$ cat src/rtl/cla_operand_sequencer.sv
// cla_operand_sequencer: feeds a W-bit CLA adder and chains two passes for 2W-bit add/subtract
module cla_operand_sequencer #(
  parameter int W = 32
) (
  input  logic           clk,
  input  logic           rst,
  input  logic           in_valid,
  output logic           in_ready,
  input  logic [2*W-1:0] in_a,
  input  logic [2*W-1:0] in_b,
  input  logic           in_cin,
  input  logic           in_sub,
  input  logic           in_wide,
  output logic [W-1:0]   add_a,
  output logic [W-1:0]   add_b,
  output logic           add_cin,
  input  logic [W:0]     add_sum,
  output logic           out_valid,
  input  logic           out_ready,
  output logic [2*W-1:0] out_sum,
  output logic           out_cout,
  output logic           out_ovf
);
  typedef enum logic [1:0] {IDLE, LOW, HIGH, DONE} state_t;
  state_t state, state_n;
  logic [2*W-1:0] a_r, b_r;
  logic [W-1:0] res_lo;
  logic c_r, wide_r, carry_r;
  always_comb begin
    state_n = state;
    case (state)
      IDLE: state_n = in_valid ? LOW : IDLE;
      LOW: state_n = wide_r ? HIGH : DONE;
      HIGH: state_n = DONE;
      DONE: state_n = out_ready ? IDLE : DONE;
      default: state_n = IDLE;
    endcase
    in_ready = state == IDLE;
    out_valid = state == DONE;
    add_a = state == LOW ? a_r[W-1:0] : state == HIGH ? a_r[2*W-1:W] : '0;
    add_b = state == LOW ? b_r[W-1:0] : state == HIGH ? b_r[2*W-1:W] : '0;
    add_cin = state == LOW ? c_r : state == HIGH ? carry_r : 1'b0;
  end
  always_ff @(posedge clk) begin
    if (rst) begin
      state <= IDLE;
      a_r <= '0;
      b_r <= '0;
      c_r <= 1'b0;
      wide_r <= 1'b0;
      res_lo <= '0;
      carry_r <= 1'b0;
      out_sum <= '0;
      out_cout <= 1'b0;
      out_ovf <= 1'b0;
    end else begin
      state <= state_n;
      if (state == IDLE && in_valid) begin
        a_r <= in_a;
        b_r <= in_sub ? ~in_b : in_b;
        c_r <= in_sub | in_cin;
        wide_r <= in_wide;
      end
      if (state == LOW) begin
        res_lo <= add_sum[W-1:0];
        carry_r <= add_sum[W];
        if (!wide_r) begin
          out_sum <= {{W{1'b0}}, add_sum[W-1:0]};
          out_cout <= add_sum[W];
          out_ovf <= (a_r[W-1] == b_r[W-1]) && (add_sum[W-1] != a_r[W-1]);
        end
      end
      if (state == HIGH) begin
        out_sum <= {add_sum[W-1:0], res_lo};
        out_cout <= add_sum[W];
        out_ovf <= (a_r[2*W-1] == b_r[2*W-1]) && (add_sum[W-1] != a_r[2*W-1]);
      end
    end
  end
endmodule

$ cat config.mk
export PLATFORM = sky130hd
export DESIGN_NAME = cla_operand_sequencer
export DESIGN_NICKNAME = d
export VERILOG_FILES = /design/src/rtl/cla_operand_sequencer.sv
export SDC_FILE = /design/constraint.sdc
export NUM_CORES = 1
export LEC_CHECK = 0
export CAP_MARGIN = 10
export CORE_UTILIZATION = 48
export DETAILED_ROUTE_END_ITERATION = 6
export PLACE_DENSITY_LB_ADDON = 0.1
export SYNTH_ARGS = -nofsm -noshare
export SYNTH_HDL_FRONTEND = slang
export SYNTH_SLANG_ARGS = --single-unit
$ cat constraint.sdc
create_clock -name clk -period 1.8 [get_ports clk]
set_input_delay 0.27 -clock clk [delete_from_list [all_inputs] [get_ports clk]]
set_output_delay 0.27 -clock clk [all_outputs]
set_load 0.01 [all_outputs]
### Word level (Yosys, flattened, before mapping)

Index checks and enable logic that the tools add are counted.

| storage, ports and cells | value |
|---|---|
| register bits after elaboration | 231 |
| latch bits | 0 |
| memory bits (writable) | 0 |
| ROM bits | 0 |
| input port bits | 168 |
| output and inout port bits | 133 |
| word-level logic and storage cells | 46 |
| memories kept | 0 |

| cells by class | value |
|---|---|
| add/subtract/negate cells | 0 |
| multipliers | 0 |
| divide/modulo/power cells | 0 |
| $lt $le $gt $ge | 0 |
| equal/unequal tests | 8 |
| shift operators | 0 |
| mux-type cells | 20 |
| bitwise operators | 2 |
| reductions and logical operators | 6 |

Operators by type and width:

| kind | count |
|---|---|
| 64-bit 2-to-1 mux | 4 |
| 32-bit 2-to-1 mux | 4 |
| 64-bit NOT | 1 |
| 1-bit 2-to-1 mux | 10 |
| 2-bit case mux with 4 select lines | 1 |
| 2-bit == test (second input constant) | 2 |
| 1-bit logical AND | 3 |
| 1-bit == test | 2 |
| 2-bit by 1-bit == test with 1-bit output (second input constant) | 1 |
| 2-bit zero test | 1 |
| 2-bit 2-to-1 mux | 1 |
| 1-bit inequality test | 2 |
| 2-bit by 1-bit inequality test with 1-bit output (second input constant) | 1 |
| 2-bit AND reduction | 1 |
| 2-bit nonzero test | 1 |
| 1-bit bitwise OR | 1 |

### Logic depth before layout (Yosys ltp)

| logic depth | value |
|---|---|
| depth in word-level cells | 5 |
| depth in mapped cells | 8 |
| gate-level depth less buffers | 5 |

### Worst setup path before layout

OpenSTA, ideal clock, no wires.

| timing | value |
|---|---|
| path kind | register to output |
| start point | register state[1] |
| end point | output add_b[26] |
| arrival | 1379 ps |
| required time | 1530 ps |
| path slack | 151 ps |
| cell stages (with the launch flop) | 7 |
| path buffers | 3 |
| cells stage by stage | dfxtp_1 -> inv_1 -> ha_1 -> buf_2 -> buf_2 -> buf_2 -> o21ai_0 |

| between the ends | value |
|---|---|
| longest elaborated chain between the ends | 3 |
| elaborated cells on any way between the ends | 4 |
| classes of those cells | eq/ne (2); mux (2) |

Ends and longest elaborated chain:

| element | line | text |
|---|---|---|
| start, declared | 25 | `state_t state, state_n;` |
| start signal, assigned | 57 | `state <= state_n;` |
| 2-bit == test | 41 | `add_b = state == LOW ? b_r[W-1:0] : state == HIGH ? b_r[2*W-1:W] : '0;` |
| 32-bit 2-to-1 mux | 41 |  |
| 32-bit 2-to-1 mux * | 41 |  |
| end, declared | 15 | `output logic [W-1:0] add_b,` |

Mark *: on every way between the ends. The rest lies on a longest branch, timed or not.

### Worst setup path after layout

| timing | value |
|---|---|
| start point | register state[0] |
| end point | output add_a[20] |

| between the ends | value |
|---|---|
| longest elaborated chain between the ends | 3 |
| elaborated cells on any way between the ends | 4 |
| classes of those cells | eq/ne (2); mux (2) |

Ends and longest elaborated chain:

| element | line | text |
|---|---|---|
| 2-bit == test | 40 | `add_a = state == LOW ? a_r[W-1:0] : state == HIGH ? a_r[2*W-1:W] : '0;` |
| 32-bit 2-to-1 mux | 40 |  |
| 32-bit 2-to-1 mux * | 40 |  |
| end, declared | 14 | `output logic [W-1:0] add_a,` |

Marks and branches as above.

==> key figures <==
Cells and area
  – Fillers: 1635
  – Syn-to-layout area delta: 45.05%
  – Post-route cell area: 15270 um2
  – Fin nets: 1688
  – Layout cell share with drive strength beyond 1: 0.2282
  – Post-layout util: 0.7173

STA
  – Period utilization: 1.188
  – Worst slew margin: 0.6832
  – RSZ-0062 raised after global routing: yes
  – Setup slack after layout: -339.1 ps
  – Fin crit period: 2139 ps
  – Max Clock Freq: 467.5 MHz
  – Clk_skew: 9.752 ps
  – Max-slew violation count: 0
  – Final-report setup violation count: 65
  – Setup TNS: -16240 ps
  – Slew @ Worst Pin: 475.2 ps
  – Hold Fails Final Rpt: 0

Synth
  – Netlist cell types: 35
  – Asr flop ratio synth: 0
  – Post-synth top area cell: dfxtp_1
  – Post-synthesis instance total: 1221
  – Synth top area share: 0.4393
  – Synthesized Nets: 1393
  – Post-synth top cells: 294 x nand2_1, 231 x dfxtp_1, 125 x a21oi_1, 100 x nor2_1, 99 x o21ai_0
  – EDFF count, synth: 0
  – Most common cell in the synthesized netlist: nand2_1
  – Synth area leaders: dfxtp_1 44%, nand2_1 10%, a211oi_2 9.3%
  – Avg Cell Area, Syn: 8.621 um2
  – Yosys warns: 0
  – Synthesized area: 10530 um2
  – Synth Register Bits: 231
  – Top_reg_cell synth: dfxtp_1
  – Seq/Total Area, Yosys: 0.4393

Detailed routing
  – Vias: 9619
  – Post-DRT Antenna Nets: 0
  – Routed length per instance: 17.20 um
  – Detailed Routing Iterations Pass 1: 5
  – DR vias/cell: 5.311
  – DRT iter0 DRCs: 433
  – Post-route DRC: 0
  – Final wirelength: 31140 um

Hold path
  – Hold path endpoint: res_lo[5]
  – Worst hold path class: in2reg
  – Worst hold path cell count: 2
  – HP Start: rst

Setup path
  – FF-to-FF Start: state[0]
  – Arr. time, crit path: 1870 ps
  – Worst path required time: 1530 ps
  – R2R Path End: out_sum[2]
  – Worst reg-to-reg setup slack: 120 ps
  – Critical path endpoint category: output port
  – Critical path origin: state[0]
  – Type of origin of the critical path: flop
  – FF-to-FF path depth: 8
  – Critical Setup Path Class: reg2out
  – CP Max Fanout: 7

Floorplanning
  – Die extent in y: 150.1 um
  – Initial Util: 0.4945
  – Row Count: 53
  – Die ar.: 22530 um2
  – Core area: 21290 um2
  – Die Width: 150.1 um
  – Ports: 301

Global routing
  – Gr usage total: 0.2657
  – First-pass GRT wire length: 48000 um
  – Initial antenna violation count: 1
  – Vias in the first global route: 9234
  – Gr ovfl total: 0
  – Largest net degree at the start of global routing: 62

Placed design
  – Gpl congestion: 0.8076
  – Detail Placement HPWL: 19750 um
  – IO buf count: 300
  – Place WS: -267.7 ps
  – DP Area: 13940 um2

Power
  – Power per cell area: 935.9 nW/um2
  – Leak Pwr: 5.617 nW
  – Worst vdd ir: 0.6662 mV

Clock network
  – Maximum buffer depth of the clock tree: 3
  – Clock sinks: 231
  – Clock Tree Root: clkbuf_16
  – Num CTS Buffers: 25
  – CTS clk-pin slew, worst paths: 60 ps
  – H-Tree Depth: 1
  – Clock latency on the worst-skew pair: 520 ps
  – CTS tree: done

Flow run
  – Max-cap violations: 0

Status
  – Failing checks: setup timing
  – Outcome: finished, violations left
-- state kept, by name (all words and copies together), names as in the netlist --
| signal | cells |
|---|---|
| out_sum | 64 |
| res_lo | 32 |
| out_cout | 1 |
| wide_r | 1 |
| a_r | 64 |
| carry_r | 1 |
| state | 2 |
| c_r | 1 |
| b_r | 64 |
| out_ovf | 1 |
-- repair_timing --
action                                  CTS  global route
hold buffers                              0             0
pin swaps                                13            22
setup buffers                            16             2
resized for setup                       415            41
cloned                                    7             4
endpoints found under the setup margin  133           167
-- critical path: stages, from the launching register on --
cell,delay [ps]
dfxtp_2,330
buf_6,120
ha_4,210
buf_12,140
buf_12,140
buf_16,150
o21ai_2,130
buf_2,150
-- metal layers --
| metal | GRT usage | part of all wire | wire length (um) |
|---|---|---|---|
| met1 | 0.3266 | 0.41 | 12790 |
| met2 | 0.4593 | 0.49 | 15240 |
| met3 | 0.05945 | 0.077 | 2390 |
| met4 | 0.08283 | 0.023 | 715 |
| met5 | 0 | 0 | 0 |
-- power breakdown --
part / internal, W / leakage [nW] / switching (W)
clock: 0.00328 / 0.432 / 0.00211
combinational: 0.00157 / 3.29 / 0.00156
sequential: 0.00554 / 1.90 / 0.000233
-- worst max-delay path by stage --
stage / endpoint / slack (ps) / depth (start not counted)
6_report: add_a[20] / -340 / 7
5_1_grt: add_b[12] / -390 / 7
2_1_floorplan: add_b[26] / 150 / 6
3_5_place_dp: add_a[19] / -270 / 6
3_3_place_gp: add_b[28] / -270 / 6
4_1_cts: add_b[11] / -360 / 7
-- per-stage QoR --
stage	hold slack (ps)	power [W]	instances
3_3_place_gp	442.2	0.008669	1739
5_1_grt	147.6	0.01490	1810
3_5_place_dp	446.9	0.008730	1739
4_1_cts	138.9	0.01431	1806
2_1_floorplan	406.0	0.007500	1221
6_report	141.9	0.01429	1811
-- final cells by class --
| cell class | count | area (um2) | area share |
|---|---|---|---|
| flip-flops and latches | 231 | 4627 | 0.3030 |
| well taps | 275 | 344.1 | 0.02254 |
| clock buffers | 31 | 688.2 | 0.04507 |
| inverters | 4 | 15.01 | 0.0009834 |
| diodes | 2 | 5.005 | 0.0003278 |
| clock inverters | 14 | 176.4 | 0.01155 |
| repair buffers | 381 | 3944 | 0.2583 |
| multi-input cells | 873 | 5469 | 0.3582 |
-- logic make-up after synthesis --
kind of cell,synth area share
AND/OR/NAND/NOR,0.1518
AO/OA/AOI/OAI,0.2211
XOR/XNOR,0.05325
adder cells (fa/ha/maj),0.004755
buffers and inverters,0.06799
multiplexers,0.06181
flip-flops,0.4393
-- layout by cell type, fill, tap and decap left out, drive strengths merged, types with 3 or more instances in the layout --
master | synthesis | routed
dfxtp | 231 | 231
a21oi | 133 | 133
bufinv | 0 | 4
o21ai | 99 | 99
clkinv | 0 | 8
nand2 | 294 | 294
clkdlybuf4s50 | 0 | 231
mux2i | 65 | 65
xnor2 | 64 | 64
inv | 4 | 5
nor3 | 3 | 3
ha | 4 | 4
a211oi | 96 | 96
buf | 84 | 145
clkbuf | 29 | 35
nor2b | 3 | 3
nor2 | 101 | 101
No activity file was read; power rests on OpenSTA's default activity.
